**src/rtl/seven_stage_pkg.sv**
```systemverilog
// Shared definitions for the seven-stage core's hazard tracking and bypass selection.
// Stage records are flat vectors so their width can follow the register address width.
package seven_stage_pkg;

    // Stage record layout: {rd, valid, regwrite, load}, with rd at the top.
    localparam int REC_LOAD     = 0;
    localparam int REC_REGWRITE = 1;
    localparam int REC_VALID    = 2;
    localparam int REC_RD_LSB   = 3;

    function automatic int rec_width(input int addr_width);
        return addr_width + REC_RD_LSB;
    endfunction

    // An empty stage; only the valid bit matters, the rest is cleared for tidiness.
    localparam logic [63:0] STAGE_BUBBLE = '0;

    typedef enum logic [2:0] {
        BYP_REGFILE        = 3'b000,
        BYP_EXECUTE        = 3'b001,
        BYP_MEMORY_ISSUE   = 3'b010,
        BYP_MEMORY_RECEIVE = 3'b011,
        BYP_WRITEBACK      = 3'b100
    } bypass_sel_e;

endpackage

```
**src/rtl/seven_stage_hazard_tracker_if.sv**
```systemverilog
// Decode-side view of the hazard tracker: decoded operands in, hazard and bypass flags out.
interface seven_stage_hazard_tracker_if #(
    parameter int REG_ADDR_WIDTH = 5
);
    logic                      decode_valid;
    logic [REG_ADDR_WIDTH-1:0] decode_rs1;
    logic [REG_ADDR_WIDTH-1:0] decode_rs2;
    logic                      decode_rs1_used;
    logic                      decode_rs2_used;
    logic [REG_ADDR_WIDTH-1:0] decode_rd;
    logic                      decode_regwrite;
    logic                      decode_load;

    logic true_data_hazard;
    logic stall_decode;
    logic rs1_hazard_execute;
    logic rs1_hazard_memory_issue;
    logic rs1_hazard_memory_receive;
    logic rs1_hazard_writeback;
    logic rs2_hazard_execute;
    logic rs2_hazard_memory_issue;
    logic rs2_hazard_memory_receive;
    logic rs2_hazard_writeback;

    modport master (
        output decode_valid, decode_rs1, decode_rs2, decode_rs1_used, decode_rs2_used,
               decode_rd, decode_regwrite, decode_load,
        input  true_data_hazard, stall_decode,
               rs1_hazard_execute, rs1_hazard_memory_issue, rs1_hazard_memory_receive, rs1_hazard_writeback,
               rs2_hazard_execute, rs2_hazard_memory_issue, rs2_hazard_memory_receive, rs2_hazard_writeback
    );

    modport slave (
        input  decode_valid, decode_rs1, decode_rs2, decode_rs1_used, decode_rs2_used,
               decode_rd, decode_regwrite, decode_load,
        output true_data_hazard, stall_decode,
               rs1_hazard_execute, rs1_hazard_memory_issue, rs1_hazard_memory_receive, rs1_hazard_writeback,
               rs2_hazard_execute, rs2_hazard_memory_issue, rs2_hazard_memory_receive, rs2_hazard_writeback
    );

endinterface

```
**src/rtl/seven_stage_hazard_match.sv**
```systemverilog
// Priority compare of one decode source against the four in-flight stage records.
// Youngest producer wins; x0 is never produced.
module seven_stage_hazard_match
    import seven_stage_pkg::*;
#(
    parameter  int REG_ADDR_WIDTH = 5,
    localparam int REC_W          = rec_width(REG_ADDR_WIDTH)
) (
    input  logic                      src_used,
    input  logic [REG_ADDR_WIDTH-1:0] src,
    input  logic [REC_W-1:0]          ex_rec,
    input  logic [REC_W-1:0]          mi_rec,
    input  logic [REC_W-1:0]          mr_rec,
    input  logic [REC_W-1:0]          wb_rec,
    output logic [3:0]                stage_hit,    // {wb, mr, mi, ex}
    output logic                      load_pending
);

    function automatic logic produces(input logic [REC_W-1:0] rec, input logic [REG_ADDR_WIDTH-1:0] r);
        return rec[REC_VALID] && rec[REC_REGWRITE]
            && (rec[REC_RD_LSB +: REG_ADDR_WIDTH] == r) && (r != '0);
    endfunction

    bypass_sel_e sel;

    always_comb begin
        // NOTE: defaults first so every path assigns both outputs and no latch is inferred.
        sel          = BYP_REGFILE;
        load_pending = 1'b0;
        if (src_used) begin
            if (produces(ex_rec, src)) begin
                sel          = BYP_EXECUTE;
                load_pending = ex_rec[REC_LOAD];
            end else if (produces(mi_rec, src)) begin
                sel          = BYP_MEMORY_ISSUE;
                load_pending = mi_rec[REC_LOAD];
            end else if (produces(mr_rec, src)) begin
                sel = BYP_MEMORY_RECEIVE;
            end else if (produces(wb_rec, src)) begin
                sel = BYP_WRITEBACK;
            end
        end
    end

    assign stage_hit = {sel == BYP_WRITEBACK, sel == BYP_MEMORY_RECEIVE,
                        sel == BYP_MEMORY_ISSUE, sel == BYP_EXECUTE};

endmodule

```
**src/rtl/seven_stage_hazard_tracker.sv**
```systemverilog
// Tracks destinations in EX/MI/MR/WB, flags forwarding sources for the bypass unit,
// and stalls decode with a bubble into EX while a load result is still unavailable.
module seven_stage_hazard_tracker
    import seven_stage_pkg::*;
#(
    parameter int CORE            = 0,
    parameter int REG_ADDR_WIDTH  = 5,
    parameter int COUNTER_WIDTH   = 32,
    parameter int SCAN_CYCLES_MIN = 0,
    parameter int SCAN_CYCLES_MAX = 1000
) (
    input  logic                     clock,
    input  logic                     reset,
    seven_stage_hazard_tracker_if.slave hz,
    input  logic                     memory_stall,
    input  logic                     flush,
    input  logic                     scan,
    output logic [COUNTER_WIDTH-1:0] hazard_stall_count
);

    localparam int REC_W = rec_width(REG_ADDR_WIDTH);
    localparam logic [REC_W-1:0] BUBBLE = STAGE_BUBBLE[REC_W-1:0];

    logic [REC_W-1:0] ex_rec, mi_rec, mr_rec, wb_rec, decode_rec;
    logic [3:0]       rs1_hit, rs2_hit;
    logic             rs1_load, rs2_load, load_hazard;
    logic             running, flags_en;
    logic [31:0]      cycle_count;

    always_comb begin
        decode_rec                                  = BUBBLE;
        decode_rec[REC_VALID]                       = hz.decode_valid;
        decode_rec[REC_RD_LSB +: REG_ADDR_WIDTH]    = hz.decode_rd;
        decode_rec[REC_REGWRITE]                    = hz.decode_regwrite;
        decode_rec[REC_LOAD]                        = hz.decode_load;
    end

    seven_stage_hazard_match #(.REG_ADDR_WIDTH(REG_ADDR_WIDTH)) u_match_rs1 (
        .src_used     (hz.decode_valid && hz.decode_rs1_used),
        .src          (hz.decode_rs1),
        .ex_rec       (ex_rec),
        .mi_rec       (mi_rec),
        .mr_rec       (mr_rec),
        .wb_rec       (wb_rec),
        .stage_hit    (rs1_hit),
        .load_pending (rs1_load)
    );

    seven_stage_hazard_match #(.REG_ADDR_WIDTH(REG_ADDR_WIDTH)) u_match_rs2 (
        .src_used     (hz.decode_valid && hz.decode_rs2_used),
        .src          (hz.decode_rs2),
        .ex_rec       (ex_rec),
        .mi_rec       (mi_rec),
        .mr_rec       (mr_rec),
        .wb_rec       (wb_rec),
        .stage_hit    (rs2_hit),
        .load_pending (rs2_load)
    );

    assign load_hazard = rs1_load | rs2_load;
    // Outputs stay quiet through reset and the first cycle after release.
    assign flags_en    = running & ~load_hazard;

    assign hz.true_data_hazard          = running & load_hazard;
    assign hz.stall_decode              = running & ((load_hazard & ~flush) | memory_stall);
    assign hz.rs1_hazard_execute        = flags_en & rs1_hit[0];
    assign hz.rs1_hazard_memory_issue   = flags_en & rs1_hit[1];
    assign hz.rs1_hazard_memory_receive = flags_en & rs1_hit[2];
    assign hz.rs1_hazard_writeback      = flags_en & rs1_hit[3];
    assign hz.rs2_hazard_execute        = flags_en & rs2_hit[0];
    assign hz.rs2_hazard_memory_issue   = flags_en & rs2_hit[1];
    assign hz.rs2_hazard_memory_receive = flags_en & rs2_hit[2];
    assign hz.rs2_hazard_writeback      = flags_en & rs2_hit[3];

    always_ff @(posedge clock or negedge reset) begin
        if (!reset) begin
            ex_rec             <= BUBBLE;
            mi_rec             <= BUBBLE;
            mr_rec             <= BUBBLE;
            wb_rec             <= BUBBLE;
            hazard_stall_count <= '0;
            cycle_count        <= '0;
            running            <= 1'b0;
        end else begin
            // NOTE: non-blocking so every stage shifts from its neighbour's pre-edge value.
            running     <= 1'b1;
            cycle_count <= cycle_count + 1'b1;
            if (!memory_stall) begin
                mi_rec <= ex_rec;
                mr_rec <= mi_rec;
                wb_rec <= mr_rec;
                ex_rec <= (flush || load_hazard) ? BUBBLE : decode_rec;
                if (!flush && load_hazard && !(&hazard_stall_count))
                    hazard_stall_count <= hazard_stall_count + 1'b1;
            end
        end
    end

`ifndef SYNTHESIS
    always @(posedge clock) begin
        if (reset && scan
            && (longint'(cycle_count) >= longint'(SCAN_CYCLES_MIN))
            && (longint'(cycle_count) <= longint'(SCAN_CYCLES_MAX)))
            $display("core %0d cycle %0d ex %h mi %h mr %h wb %h tdh %b stall %b rs1 %b%b%b%b rs2 %b%b%b%b count %0d",
                     CORE, cycle_count, ex_rec, mi_rec, mr_rec, wb_rec,
                     hz.true_data_hazard, hz.stall_decode,
                     hz.rs1_hazard_writeback, hz.rs1_hazard_memory_receive,
                     hz.rs1_hazard_memory_issue, hz.rs1_hazard_execute,
                     hz.rs2_hazard_writeback, hz.rs2_hazard_memory_receive,
                     hz.rs2_hazard_memory_issue, hz.rs2_hazard_execute,
                     hazard_stall_count);
    end
`endif

endmodule
```
**src/flat_wrapper.sv**
```systemverilog
// flat-port wrapper written by rule: the top's interface ports become plain ports
module seven_stage_hazard_tracker_flat import seven_stage_pkg::*;
#(
    parameter int CORE            = 0,
    parameter int REG_ADDR_WIDTH  = 5,
    parameter int COUNTER_WIDTH   = 32,
    parameter int SCAN_CYCLES_MIN = 0,
    parameter int SCAN_CYCLES_MAX = 1000
)
  (clock, reset, memory_stall, flush, scan, hazard_stall_count, hz_decode_valid, hz_decode_rs1, hz_decode_rs2, hz_decode_rs1_used, hz_decode_rs2_used, hz_decode_rd, hz_decode_regwrite, hz_decode_load, hz_true_data_hazard, hz_stall_decode, hz_rs1_hazard_execute, hz_rs1_hazard_memory_issue, hz_rs1_hazard_memory_receive, hz_rs1_hazard_writeback, hz_rs2_hazard_execute, hz_rs2_hazard_memory_issue, hz_rs2_hazard_memory_receive, hz_rs2_hazard_writeback);
  seven_stage_hazard_tracker_if #(.REG_ADDR_WIDTH(REG_ADDR_WIDTH)) hz_i ();
  input  logic clock;
  input  logic reset;
  input  logic memory_stall;
  input  logic flush;
  input  logic scan;
  output logic [COUNTER_WIDTH-1:0] hazard_stall_count;
  input wire logic [$bits(hz_i.decode_valid)-1:0] hz_decode_valid;
  input wire logic [$bits(hz_i.decode_rs1)-1:0] hz_decode_rs1;
  input wire logic [$bits(hz_i.decode_rs2)-1:0] hz_decode_rs2;
  input wire logic [$bits(hz_i.decode_rs1_used)-1:0] hz_decode_rs1_used;
  input wire logic [$bits(hz_i.decode_rs2_used)-1:0] hz_decode_rs2_used;
  input wire logic [$bits(hz_i.decode_rd)-1:0] hz_decode_rd;
  input wire logic [$bits(hz_i.decode_regwrite)-1:0] hz_decode_regwrite;
  input wire logic [$bits(hz_i.decode_load)-1:0] hz_decode_load;
  output wire logic [$bits(hz_i.true_data_hazard)-1:0] hz_true_data_hazard;
  output wire logic [$bits(hz_i.stall_decode)-1:0] hz_stall_decode;
  output wire logic [$bits(hz_i.rs1_hazard_execute)-1:0] hz_rs1_hazard_execute;
  output wire logic [$bits(hz_i.rs1_hazard_memory_issue)-1:0] hz_rs1_hazard_memory_issue;
  output wire logic [$bits(hz_i.rs1_hazard_memory_receive)-1:0] hz_rs1_hazard_memory_receive;
  output wire logic [$bits(hz_i.rs1_hazard_writeback)-1:0] hz_rs1_hazard_writeback;
  output wire logic [$bits(hz_i.rs2_hazard_execute)-1:0] hz_rs2_hazard_execute;
  output wire logic [$bits(hz_i.rs2_hazard_memory_issue)-1:0] hz_rs2_hazard_memory_issue;
  output wire logic [$bits(hz_i.rs2_hazard_memory_receive)-1:0] hz_rs2_hazard_memory_receive;
  output wire logic [$bits(hz_i.rs2_hazard_writeback)-1:0] hz_rs2_hazard_writeback;
  assign hz_i.decode_valid = hz_decode_valid;
  assign hz_i.decode_rs1 = hz_decode_rs1;
  assign hz_i.decode_rs2 = hz_decode_rs2;
  assign hz_i.decode_rs1_used = hz_decode_rs1_used;
  assign hz_i.decode_rs2_used = hz_decode_rs2_used;
  assign hz_i.decode_rd = hz_decode_rd;
  assign hz_i.decode_regwrite = hz_decode_regwrite;
  assign hz_i.decode_load = hz_decode_load;
  assign hz_true_data_hazard = hz_i.true_data_hazard;
  assign hz_stall_decode = hz_i.stall_decode;
  assign hz_rs1_hazard_execute = hz_i.rs1_hazard_execute;
  assign hz_rs1_hazard_memory_issue = hz_i.rs1_hazard_memory_issue;
  assign hz_rs1_hazard_memory_receive = hz_i.rs1_hazard_memory_receive;
  assign hz_rs1_hazard_writeback = hz_i.rs1_hazard_writeback;
  assign hz_rs2_hazard_execute = hz_i.rs2_hazard_execute;
  assign hz_rs2_hazard_memory_issue = hz_i.rs2_hazard_memory_issue;
  assign hz_rs2_hazard_memory_receive = hz_i.rs2_hazard_memory_receive;
  assign hz_rs2_hazard_writeback = hz_i.rs2_hazard_writeback;
  seven_stage_hazard_tracker #(.CORE(CORE), .REG_ADDR_WIDTH(REG_ADDR_WIDTH), .COUNTER_WIDTH(COUNTER_WIDTH), .SCAN_CYCLES_MIN(SCAN_CYCLES_MIN), .SCAN_CYCLES_MAX(SCAN_CYCLES_MAX)) u_core (.clock(clock), .reset(reset), .hz(hz_i), .memory_stall(memory_stall), .flush(flush), .scan(scan), .hazard_stall_count(hazard_stall_count));
endmodule
```
**config.mk**
```make
export PLATFORM = sky130hd
export DESIGN_NAME = seven_stage_hazard_tracker_flat
export DESIGN_NICKNAME = d
export VERILOG_FILES = /design/src/rtl/seven_stage_pkg.sv /design/src/rtl/seven_stage_hazard_tracker_if.sv /design/src/rtl/seven_stage_hazard_match.sv /design/src/rtl/seven_stage_hazard_tracker.sv /design/src/flat_wrapper.sv
export SDC_FILE = /design/constraint.sdc
export NUM_CORES = 1
export LEC_CHECK = 0
export BUFFER_PORTS_ARGS = -buffer_cell sky130_fd_sc_hd__clkbuf_2
export CORE_ASPECT_RATIO = 1.5
export CORE_MARGIN = 5
export CORE_UTILIZATION = 55
export CTS_CLUSTER_SIZE = 14
export DETAILED_ROUTE_END_ITERATION = 8
export HOLD_SLACK_MARGIN = 0.15
export PLACE_DENSITY = 0.87
export SETUP_SLACK_MARGIN = 0.4
export SYNTH_ARGS = -nofsm -noshare
export SYNTH_HDL_FRONTEND = slang
export SYNTH_SLANG_ARGS = --single-unit
```
**constraint.sdc**
```tcl
create_clock -name clock -period 4.15 [get_ports clock]
set_input_delay 0.2075 -clock clock [delete_from_list [all_inputs] [get_ports clock]]
set_output_delay 0.2075 -clock clock [all_outputs]
set_load 0.02 [all_outputs]
```
==> qor.yml <==
status:
  status: "complete, no violations"
setup_path:
  r2r_start: "u_core.hazard_stall_count[0]"
  crit_path_max_incr_delay_ns: 0.59
  r2r_slack_ns: 1.11
  crit_path_end_kind: "output port"
  worstSetupPathType: "register to output port"
  reg2regPathDepth: 8
  endpoint: "hz_rs1_hazard_memory_receive"
  critPathMaxFanout: 24
  crit_slowest_cell: "or4_1"
  crit_chain: "xnor2_1 -> nand3_1 -> or4_1 -> a32oi_1 -> o21a_4 -> nand3_2 -> nor4_1 -> clkbuf_2"
  worstSetupStartpointType: "register"
  timing.rr.end: "u_core.hazard_stall_count[4]"
  required_ns: 3.94
  arrival_ns: 3.18
  startpoint: "u_core.ex_rec[3]"
timing:
  finalSetupViolCount: 0
  fin_crit_sh_pct: 81.7
  max_slew.worst_pin.slew_ns: 0.934
  whs_ns: 0.197
  setup_tns_ns: 0
  fmax_mhz: 295
  slew_headroom_pct: 37.7
  rsz0062_at_grt: "no"
  fin_crit_ns: 3.39
  finClkSkew_ns: 0.0129
  drv_slew: 0
  finalHoldViolations: 0
power:
  p_leak_nw: 1.95
  total_power_mw: 1.45
  ir_drop_v: 0.000240
  power_density_mw_per_mm2: 354
synthesis:
  yosys-top-cells-area: "dfrtp_1 45%, xnor2_1 9.1%, xor2_1 8.8%"
  ys_seq_area_share_pct: 45.3
  synth_adder_area_share_pct: 0.360
  yosysUniqueCellTypes: 38
  avgSynthCellArea_um2: 10.9
  synth_mux_area_share_pct: 7.45
  yosys.area_share.simple_pct: 22.1
  synth_top_family_by_area: "simple AND/OR/NAND/NOR gates"
  synth.most_common_cell: "dfrtp_1"
  synth_seq_cells: 63
  synth_edf_count: 0
  synth-compound-area-share_pct: 3.42
  postSynthCellCount: 319
  synthXorXnorAreaFrac_pct: 17.9
  synth_area_mm2: 0.00348
  dominantRegCellSynth: "dfrtp_1"
  synth-async-reset-ratio_pct: 100
  syn-num-nets: 345
  synth_top_area_cell: "dfrtp_1"
  yosys-top-cells-count: "63 x dfrtp_1, 36 x xnor2_1, 35 x xor2_1"
  ys_warn_count: 0
  yosys.area.top_type_share_pct: 45.3
clocking:
  clk_latency_ns: 0.34
  cts.sinks: 63
  cts_tree: "done"
  numCtsBuffers: 9
  clkTransAtPathRegs_ns: 0.07
  cts_buffer_depth: 2
  root_buffer: "clkbuf_8"
  cts.htree.levels: 3
  cts_setup_buffers: 0
worst_hold_path:
  worstHoldPathType: "input pin to register"
place:
  gp_congestion: 0.954
  io_buffers: 65
  dp_hpwl_um: 5840
  dp.cells: 441
drt:
  drt-initial-drc-count: 197
  drc_errors: 0
  antenna_left: 0
  drt-wirelength-per-cell_um: 16.9
  viasPerCell: 5.80
  dr.pass1.iters: 4
  via_count: 2699
  wl_um: 7860
die:
  io_pins: 67
  start_util_pct: 56.3
  dieArea_mm2: 0.00805
  die-width_um: 74.9
  core-area_mm2: 0.00617
  num_rows: 35
  die_y_um: 107
global_routing:
  met3_usage_pct: 4.58
  top_usage_layer: "met2"
  antenna_found_initial: 0
  grtUsageMet2_pct: 35.1
  grt_pass1_wl_um: 13100
  first_global_vias: 2797
  grt_max_degree: 64
  grtUsageMet1_pct: 26.0
  grt_overflow: 0
  grt.total_usage_pct: 21.2
cells_and_area:
  nets: 412
  syn_to_final_growth_pct: 18.2
  diodes: 0
  drive_gt1_share_pct: 30.9
  n_fill_cell: 457
  fin_cells: 465
job:
  max-cap-violations: 0
-- through the flow --
step	area, um^2	setup WS, ns	utilization, %
5_1_grt	4110	0.534	66.6
3_5_place_dp	3800	0.968	61.6
6_report	4110	0.760	66.6
2_1_floorplan	3480	1.40	-
3_3_place_gp	3800	1.05	61.6
4_1_cts	4100	0.616	66.5
-- timing repair --
item                                    CTS  global route
resized for setup                         0             1
endpoints found under the setup margin    0             3
endpoints found under the hold margin    70             0
hold buffers                              8             0
-- worst min path at each step --
stage / startpoint / end / slack, ns / depth (start not counted)
after global placement: reset / u_core.mr_rec[7] / 0.41 / 2
after global routing: hz_decode_valid / u_core.ex_rec[2] / 0.20 / 2
after CTS: hz_decode_valid / u_core.ex_rec[2] / 0.18 / 2
after floorplan: reset / u_core.ex_rec[0] / -0.09 / 0
after detailed placement: reset / u_core.wb_rec[6] / 0.43 / 2
final: hz_decode_valid / u_core.ex_rec[2] / 0.20 / 2
-- cell families after synthesis --
group / count (synthesis)
fa+ha+maj: 1
buf+inv: 22
mux: 23
compound gates: 14
flops: 63
xor+xnor: 71
simple gates: 124
other cells: 1
-- flip-flops by register name, indices dropped and copies added (netlist names) --
register and cells:
u_core.mr_rec 7, u_core.ex_rec 8, u_core.running 1, u_core.hazard_stall_count 32, u_core.wb_rec 7, u_core.mi_rec 8
-- final cells by class --
cell class	count	area [um^2]	share of cell area [%]
Sequential cell	63	1580	38.4
Inverter	4	15.0	0.365
Clock buffer	11	141	3.44
Multi-Input combinational cell	234	1790	43.6
Clock inverter	5	81.3	1.98
Timing Repair Buffer	74	413	10.0
Tap cell	74	92.6	2.25
-- critical path, delay by kind of cell, from the launching register on --
kind	cells	cell delay [ns]
flip-flops	1	0.43
XOR/XNOR	1	0.25
AO/OA/AOI/OAI	2	0.74
buffers and inverters	1	0.22
AND/OR/NAND/NOR	4	1.20
-- metal layers --
layer	vias to the layer above	wire length (um)
met1	1326	3220
met2	85	4040
met4	0	210
met5	-	0
li1	1267	-
met3	21	390
-- where the power goes --
group | switching (mW) | internal, mW
Combinational | 0.0807 | 0.0881
Sequential | 0.0442 | 0.651
Clock | 0.236 | 0.355
-- layout by cell type (no fill, tap or decap), types with 2 or more instances in the layout --
| master | Yosys | routed |
|---|---|---|
| nor4_2 | 7 | 7 |
| and4_1 | 3 | 3 |
| nor2_1 | 10 | 10 |
| bufinv_16 | 0 | 2 |
| nand2_1 | 24 | 24 |
| nor3_1 | 13 | 13 |
| dfrtp_1 | 63 | 63 |
| mux2_2 | 23 | 23 |
| inv_1 | 4 | 4 |
| dlygate4sd3_1 | 0 | 8 |
| or4_4 | 2 | 2 |
| and2_1 | 2 | 2 |
| clkbuf_8 | 0 | 10 |
| xnor2_1 | 36 | 36 |
| nand4_1 | 21 | 21 |
| and3_1 | 7 | 7 |
| or4_1 | 3 | 3 |
| nor3b_1 | 3 | 3 |
| nor4_1 | 11 | 11 |
| a22o_1 | 8 | 8 |
| xor2_1 | 35 | 35 |
| clkbuf_2 | 0 | 65 |
| nor2_4 | 2 | 2 |
| nand3_1 | 10 | 10 |
(Power assumes the default switching activity.)
